<file path="config.mk">
export PLATFORM = sky130hd
export DESIGN_NAME = hazard_controller
export DESIGN_NICKNAME = d
export VERILOG_FILES = /design/src/rtl/hazard_controller.sv
export SDC_FILE = /design/constraint.sdc
export NUM_CORES = 1
export LEC_CHECK = 0
export CORE_MARGIN = 3
export CORE_UTILIZATION = 38
export DETAILED_ROUTE_END_ITERATION = 8
export HOLD_SLACK_MARGIN = 0.15
export PLACE_DENSITY = 0.86
export SLEW_MARGIN = 20
export SYNTH_ARGS = -nofsm -noshare
export SYNTH_HDL_FRONTEND = slang
export SYNTH_SLANG_ARGS = --single-unit
</file>
<file path="constraint.sdc">
create_clock -name clk -period 2.5 [get_ports clk]
set_input_delay 0.5 -clock clk [delete_from_list [all_inputs] [get_ports clk]]
set_output_delay 0.5 -clock clk [all_outputs]
set_load 0.005 [all_outputs]
</file>
<file path="src/rtl/hazard_controller.sv">
// hazard_controller: load-use/branch stalls, redirects, I-miss deferral, D-miss freeze (optional perf counters: HAZARD_PERF_CNT_EN)
module hazard_controller #(
    parameter int XLEN = 32
) (
    input  logic            clk,
    input  logic            rst,
    input  logic [4:0]      IF_ID_rs1,
    input  logic [4:0]      IF_ID_rs2,
    input  logic            IF_ID_use_rs1,
    input  logic            IF_ID_use_rs2,
    input  logic            branch_id,
    input  logic [4:0]      ID_EX_rd,
    input  logic            ID_EX_regwrite,
    input  logic            ID_EX_memread,
    input  logic [4:0]      EX_MEM_rd,
    input  logic            EX_MEM_memread,
    input  logic            redirect,
    input  logic [XLEN-1:0] redirect_target,
    input  logic            ICACHE_stall,
    input  logic            DCACHE_stall,
    output logic            PC_write,
    output logic [1:0]      pc_sel,
    output logic [XLEN-1:0] redirect_pc,
    output logic            IF_ID_write,
    output logic            IF_ID_flush,
    output logic            ID_EX_write,
    output logic            ID_EX_bubble,
    output logic            EX_MEM_write,
    output logic            MEM_WB_write
`ifdef HAZARD_PERF_CNT_EN
    ,
    output logic [31:0]     stall_cycles,
    output logic [31:0]     flush_count
`endif
);
    typedef enum logic [1:0] {RUN, IMISS, IMISS_REDIR} state_t;
    state_t state, state_nxt;
    logic   load_rpc, applied;
    logic   m_ex, m_mem, hz_lu, hz_br;

    assign m_ex  = (IF_ID_use_rs1 && IF_ID_rs1 == ID_EX_rd) || (IF_ID_use_rs2 && IF_ID_rs2 == ID_EX_rd);
    assign m_mem = (IF_ID_use_rs1 && IF_ID_rs1 == EX_MEM_rd) || (IF_ID_use_rs2 && IF_ID_rs2 == EX_MEM_rd);
    assign hz_lu = ID_EX_memread && ID_EX_rd != 5'd0 && m_ex;
    assign hz_br = branch_id && ((ID_EX_regwrite && ID_EX_rd != 5'd0 && m_ex) ||
                                 (EX_MEM_memread && EX_MEM_rd != 5'd0 && m_mem));

    // Prioritised pipeline control and next-state selection
    always_comb begin
        PC_write     = 1'b1;
        pc_sel       = 2'd0;
        IF_ID_write  = 1'b1;
        IF_ID_flush  = 1'b0;
        ID_EX_write  = 1'b1;
        ID_EX_bubble = 1'b0;
        EX_MEM_write = 1'b1;
        MEM_WB_write = 1'b1;
        state_nxt    = (state == IMISS && !ICACHE_stall) ? RUN : state;
        load_rpc     = 1'b0;
        applied      = 1'b0;
        if (rst) begin
            {PC_write, IF_ID_write, ID_EX_write, EX_MEM_write, MEM_WB_write} = 5'b0;
            IF_ID_flush  = 1'b1;
            ID_EX_bubble = 1'b1;
            state_nxt    = RUN;
        end else if (DCACHE_stall) begin
            {PC_write, IF_ID_write, ID_EX_write, EX_MEM_write, MEM_WB_write} = 5'b0;
            state_nxt = state;
        end else if (state == IMISS_REDIR && !ICACHE_stall) begin
            pc_sel      = 2'd2;
            IF_ID_flush = 1'b1;
            state_nxt   = RUN;
            applied     = 1'b1;
        end else if (hz_lu || hz_br) begin
            PC_write     = 1'b0;
            IF_ID_write  = 1'b0;
            ID_EX_bubble = 1'b1;
        end else if (redirect && !ICACHE_stall) begin
            pc_sel      = 2'd1;
            IF_ID_flush = 1'b1;
            applied     = 1'b1;
        end else if (redirect) begin
            PC_write    = 1'b0;
            IF_ID_flush = 1'b1;
            load_rpc    = 1'b1;
            state_nxt   = IMISS_REDIR;
        end else if (ICACHE_stall) begin
            PC_write    = 1'b0;
            IF_ID_flush = 1'b1;
            state_nxt   = (state == IMISS_REDIR) ? IMISS_REDIR : IMISS;
        end
    end

    // State and deferred redirect target
    always_ff @(posedge clk) begin
        if (rst) begin
            state       <= RUN;
            redirect_pc <= '0;
        end else begin
            state <= state_nxt;
            if (load_rpc) redirect_pc <= redirect_target;
        end
    end

`ifdef HAZARD_PERF_CNT_EN
    // Stall-cycle and applied-redirect counters, wrapping
    always_ff @(posedge clk) begin
        if (rst) begin
            stall_cycles <= '0;
            flush_count  <= '0;
        end else begin
            if (!PC_write) stall_cycles <= stall_cycles + 32'd1;
            if (applied) flush_count <= flush_count + 32'd1;
        end
    end
`endif
endmodule
</file>
==> results of run 1 <==
==> power by group <==
group          internal [W]  switching, W  leakage, nW  total (W)
clock              0.000425      0.000193       0.0714   0.000619
combinational      0.000230      0.000133         1.07   0.000364
sequential         0.000563     0.0000116        0.277   0.000575
==> what timing repair did <==
action                     in CTS  in global routing
setup endpoints to repair      39                  8
gates resized for setup       106                 23
setup buffers                  23                  2
pin swaps                      31                 16
==> kinds of logic (layout without fill, tap and decap cells) <==
family | Yosys count | count (layout)
multiplexers | 32 | 32
XOR/XNOR | 21 | 21
flip-flops | 34 | 34
AND/OR/NAND/NOR | 56 | 56
AO/OA/AOI/OAI | 21 | 21
buffers and inverters | 15 | 158
==> routing by layer <==
metal  GRT usage, %  up-vias  part of all wire (%)
met4          6.019        0                   2.3
li1               -      907                     -
met2          36.72      100                    50
met1          23.15      864                    38
met3          5.937       14                   9.7
met5              0        -                     0
==> stage by stage <==
step                      setup WS, ns  TNS (ns)   power, W  cell area (µm²)
after floorplan                 0.2919         0  0.0007008             1827
after global placement         -0.6469    -13.31  0.0008973             3042
after detailed placement       -0.6834    -14.27  0.0009030             3042
after CTS                     0.003055         0   0.001547             3308
after global routing           -0.1397   -0.1672   0.001618             3391
final                         -0.05785  -0.05785   0.001557             3391
==> cells in the final DEF, fill, tap and decap left out, types with 2 or more instances in the layout <==
cell / count
sky130_fd_sc_hd__dfxtp_1: 34
sky130_fd_sc_hd__a21oi_2: 2
sky130_fd_sc_hd__xnor2_1: 12
sky130_fd_sc_hd__nand4_1: 5
sky130_fd_sc_hd__nor2b_1: 32
sky130_fd_sc_hd__buf_6: 9
sky130_fd_sc_hd__o21a_1: 3
sky130_fd_sc_hd__nand2_1: 5
sky130_fd_sc_hd__buf_2: 13
sky130_fd_sc_hd__nor2_1: 6
sky130_fd_sc_hd__a221oi_4: 2
sky130_fd_sc_hd__clkbuf_2: 2
sky130_fd_sc_hd__o22a_1: 2
sky130_fd_sc_hd__inv_1: 4
sky130_fd_sc_hd__clkdlybuf4s50_1: 73
sky130_fd_sc_hd__buf_12: 2
sky130_fd_sc_hd__buf_4: 39
sky130_fd_sc_hd__dlygate4sd2_1: 6
sky130_fd_sc_hd__nor3_1: 2
sky130_fd_sc_hd__o22ai_2: 2
sky130_fd_sc_hd__mux2_1: 3
sky130_fd_sc_hd__mux2_2: 29
sky130_fd_sc_hd__or3_1: 2
sky130_fd_sc_hd__bufinv_16: 2
sky130_fd_sc_hd__xnor2_2: 8
sky130_fd_sc_hd__clkbuf_8: 6
==> worst max-delay path by stage <==
stage | from | end | slack (ns) | cells past startpoint
after floorplan | EX_MEM_rd[1] | redirect_pc[21] | 0.29 | 5
after global placement | EX_MEM_rd[0] | pc_sel[0] | -0.65 | 6
after detailed placement | EX_MEM_rd[3] | pc_sel[0] | -0.68 | 6
after CTS | ID_EX_memread | ID_EX_bubble | 0.003 | 9
after global routing | ID_EX_rd[0] | ID_EX_bubble | -0.14 | 9
final | ID_EX_rd[0] | ID_EX_bubble | -0.06 | 9
==> state kept, by name, indices dropped and copies added (netlist names) <==
name / count
redirect_pc: 32
state: 2
==> area by class of cell <==
type,instances,share of cell area [%]
flip-flops and latches,34,20.07
inverters,4,0.4428
multi-input cells,130,34.61
clock inverters,2,1.771
clock buffers,6,2.435
repair buffers,146,38.75
well taps,52,1.919
==> critical path, cell delays in order <==
cell and delay, ns:
sky130_fd_sc_hd__clkdlybuf4s15_2 0.24, sky130_fd_sc_hd__xnor2_1 0.27, sky130_fd_sc_hd__nand2_1 0.14, sky130_fd_sc_hd__o22ai_2 0.16
sky130_fd_sc_hd__a22oi_2 0.12, sky130_fd_sc_hd__buf_4 0.15, sky130_fd_sc_hd__buf_4 0.12, sky130_fd_sc_hd__o31ai_2 0.19
sky130_fd_sc_hd__buf_2 0.14
==> results.md, run 1 <==
* Synth cell types at 35
* DRT iter0 DRCs at 83
* Synthesized instance count at 179
* Main combinational cell family by area after synthesis: multiplexers
* Register-to-register setup slack at around 1.4 ns
* Worst ir drop on vdd at ~0.47 mV
* Hold Path Sink: redirect_pc[28]
* RSZ-0062 raised after global routing: yes
* Global route total overflow at 0
* Hold Slack at slightly below 0.6 ns
* Data required time at the worst endpoint at 2.00 ns
* Total area of sequential cells at just under 700 µm²
* Worst setup EP type: primary output
* Share of Yosys cell area claimed by the top area cell type at 37.26%
* Antenna diode count at 0
* Commonest register cell after synthesis: sky130_fd_sc_hd__dfxtp_1
* Number of levels the H-tree was split into at 2
* Setup slack of the critical path after layout at -0.05785 ns
* Post-synth EDFFs at 0
* Count of pins over their slew limit at 0
* Post-detailed-route via-to-cell ratio at roughly 5.0
* Number of iterations in the first detailed-routing pass at 4
* FF-to-FF End: state[1]
* Total detailed-routing wirelength at 6.280 mm
* Fraction of synthesized area in multiplexers at 19.73%
* Highest attainable clock frequency at 391.0 MHz
* Total clock sinks at 34
* Buffers on Ports at slightly above 100
* WHS Path Cells at 2
* Proportion of register bits with asynchronous set or reset after synthesis at 0%
* Max FO, Critical Path at 3
* First-pass GRT wire length at 8.907 mm
* Number of standard-cell rows in the floorplan at 24
* Overall via count from detail_route at 1885
* Register bit count reported by yosys at 34
* Share of the cycle needed by the critical path after routing at 102.3%
* Start of the worst register-to-register path: state[0]
* Warnings, synthesis at 0
* Failing checks: setup timing
* Number of nets with antenna violations after detailed routing at 0
* Share of synthesized cell area in full adder, half adder and majority cells at 0%
* Non-filler instance count after layout at 374
* Worst Setup Path Type: in -> out
* Leakage power summed over all cells at 1.414 nW
* Worst endpoint data arrival time at 2.06 ns
* Number of clock buffers inserted by TritonCTS at 5
* Net count after synthesis at 242
* Final hold violation count at 0
* Number of fillers in the final layout at 293
* P&R area growth vs syn at 85.62%
* Final #Nets at between 300 and 400
* FF-to-FF path depth at 4
* CTS clk-pin slew, worst paths at 0.07 ns
* Library cell occupying the most area in the post-synthesis netlist: sky130_fd_sc_hd__dfxtp_1
* Total of max-cap violations at 0
* Final core utilization at 75.28%
* Synth Area in XOR/XNOR at 10.07%
* CTS tree: built
* Overall die height at 75.34 µm
* Area of the multi-input gates at roughly 1200 µm²
* Worst hold start: redirect_pc[28]
* Gp weighted congestion at a little under 0.9
* Clk root buf: sky130_fd_sc_hd__clkbuf_8
* Cell count after placement at around 350
* Core area at around 4500 µm²
* Mean instance size in the synthesized netlist at 10.21 µm²
* Worst hold path type: reg -> reg
* DR DRC count at 0
* Top-count cell post-synth: sky130_fd_sc_hd__dfxtp_1
* Layout cell share with drive strength beyond 1 at 37.89%
* Kind of start point of the critical path: input port
* Average detailed-routed wire length per instance at between 15 and 20 µm
* Number of global-route vias before repair at between 1500 and 2000
* Full die area at between 5000 and 6000 µm²
* Antenna violations before repair at 0
* Number of hold buffers added after CTS at 0
* Most instantiated cells after synthesis: sky130_fd_sc_hd__dfxtp_1 (34), sky130_fd_sc_hd__nor2b_1 (32), sky130_fd_sc_hd__mux2_2 (29), sky130_fd_sc_hd__xnor2_1 (20)
* Number of buffers between clock root and the deepest sink at 2
* Compound-gate portion of the synthesized area at between 10% and 20%
* Power density cells at 459.3 nW/µm²
* Sequential area share after synthesis at 37.26%
* Worst-Margin Slew at between 0.3 and 0.4 ns
* Maximum number of pins on one net before global-route repair at 20
* Worst rel slew slack at 79.53%
* Run status: complete, but fails checks
* Global-route usage over all layers at 20.35%
* Clock network latency to the later pin of the worst-skew pair at 0.28 ns
* Clk_skew at 0.002421 ns
* Initial core utilization at 40.56%
* Final setup vio count at 1
* Cell types with the largest area share after synthesis: sky130_fd_sc_hd__dfxtp_1 (37%), sky130_fd_sc_hd__mux2_2 (18%), sky130_fd_sc_hd__nor2b_1 (11%)
* Post-detailed-placement half-perimeter wirelength at 3.971 mm
* Number of top-level pins at roughly 100
* Minimum period implied by the final worst setup slack at 2.558 ns
* Cell area after synthesis at between 1500 and 2000 µm²
* Share of synthesized cell area in and, or, nand and nor gates at 17.60%
* Horizontal extent of the die at between 70 and 80 µm
Power figures use the tool's default switching activity.
==> run 2, diff against run 1 <==
Settings changed: ABC_AREA set to 0, ABC_CLOCK_PERIOD_IN_PS set to 2500.
==> results of run 2 <==
Same layout as run 1: the final DEF is identical, and so are final timing and power.
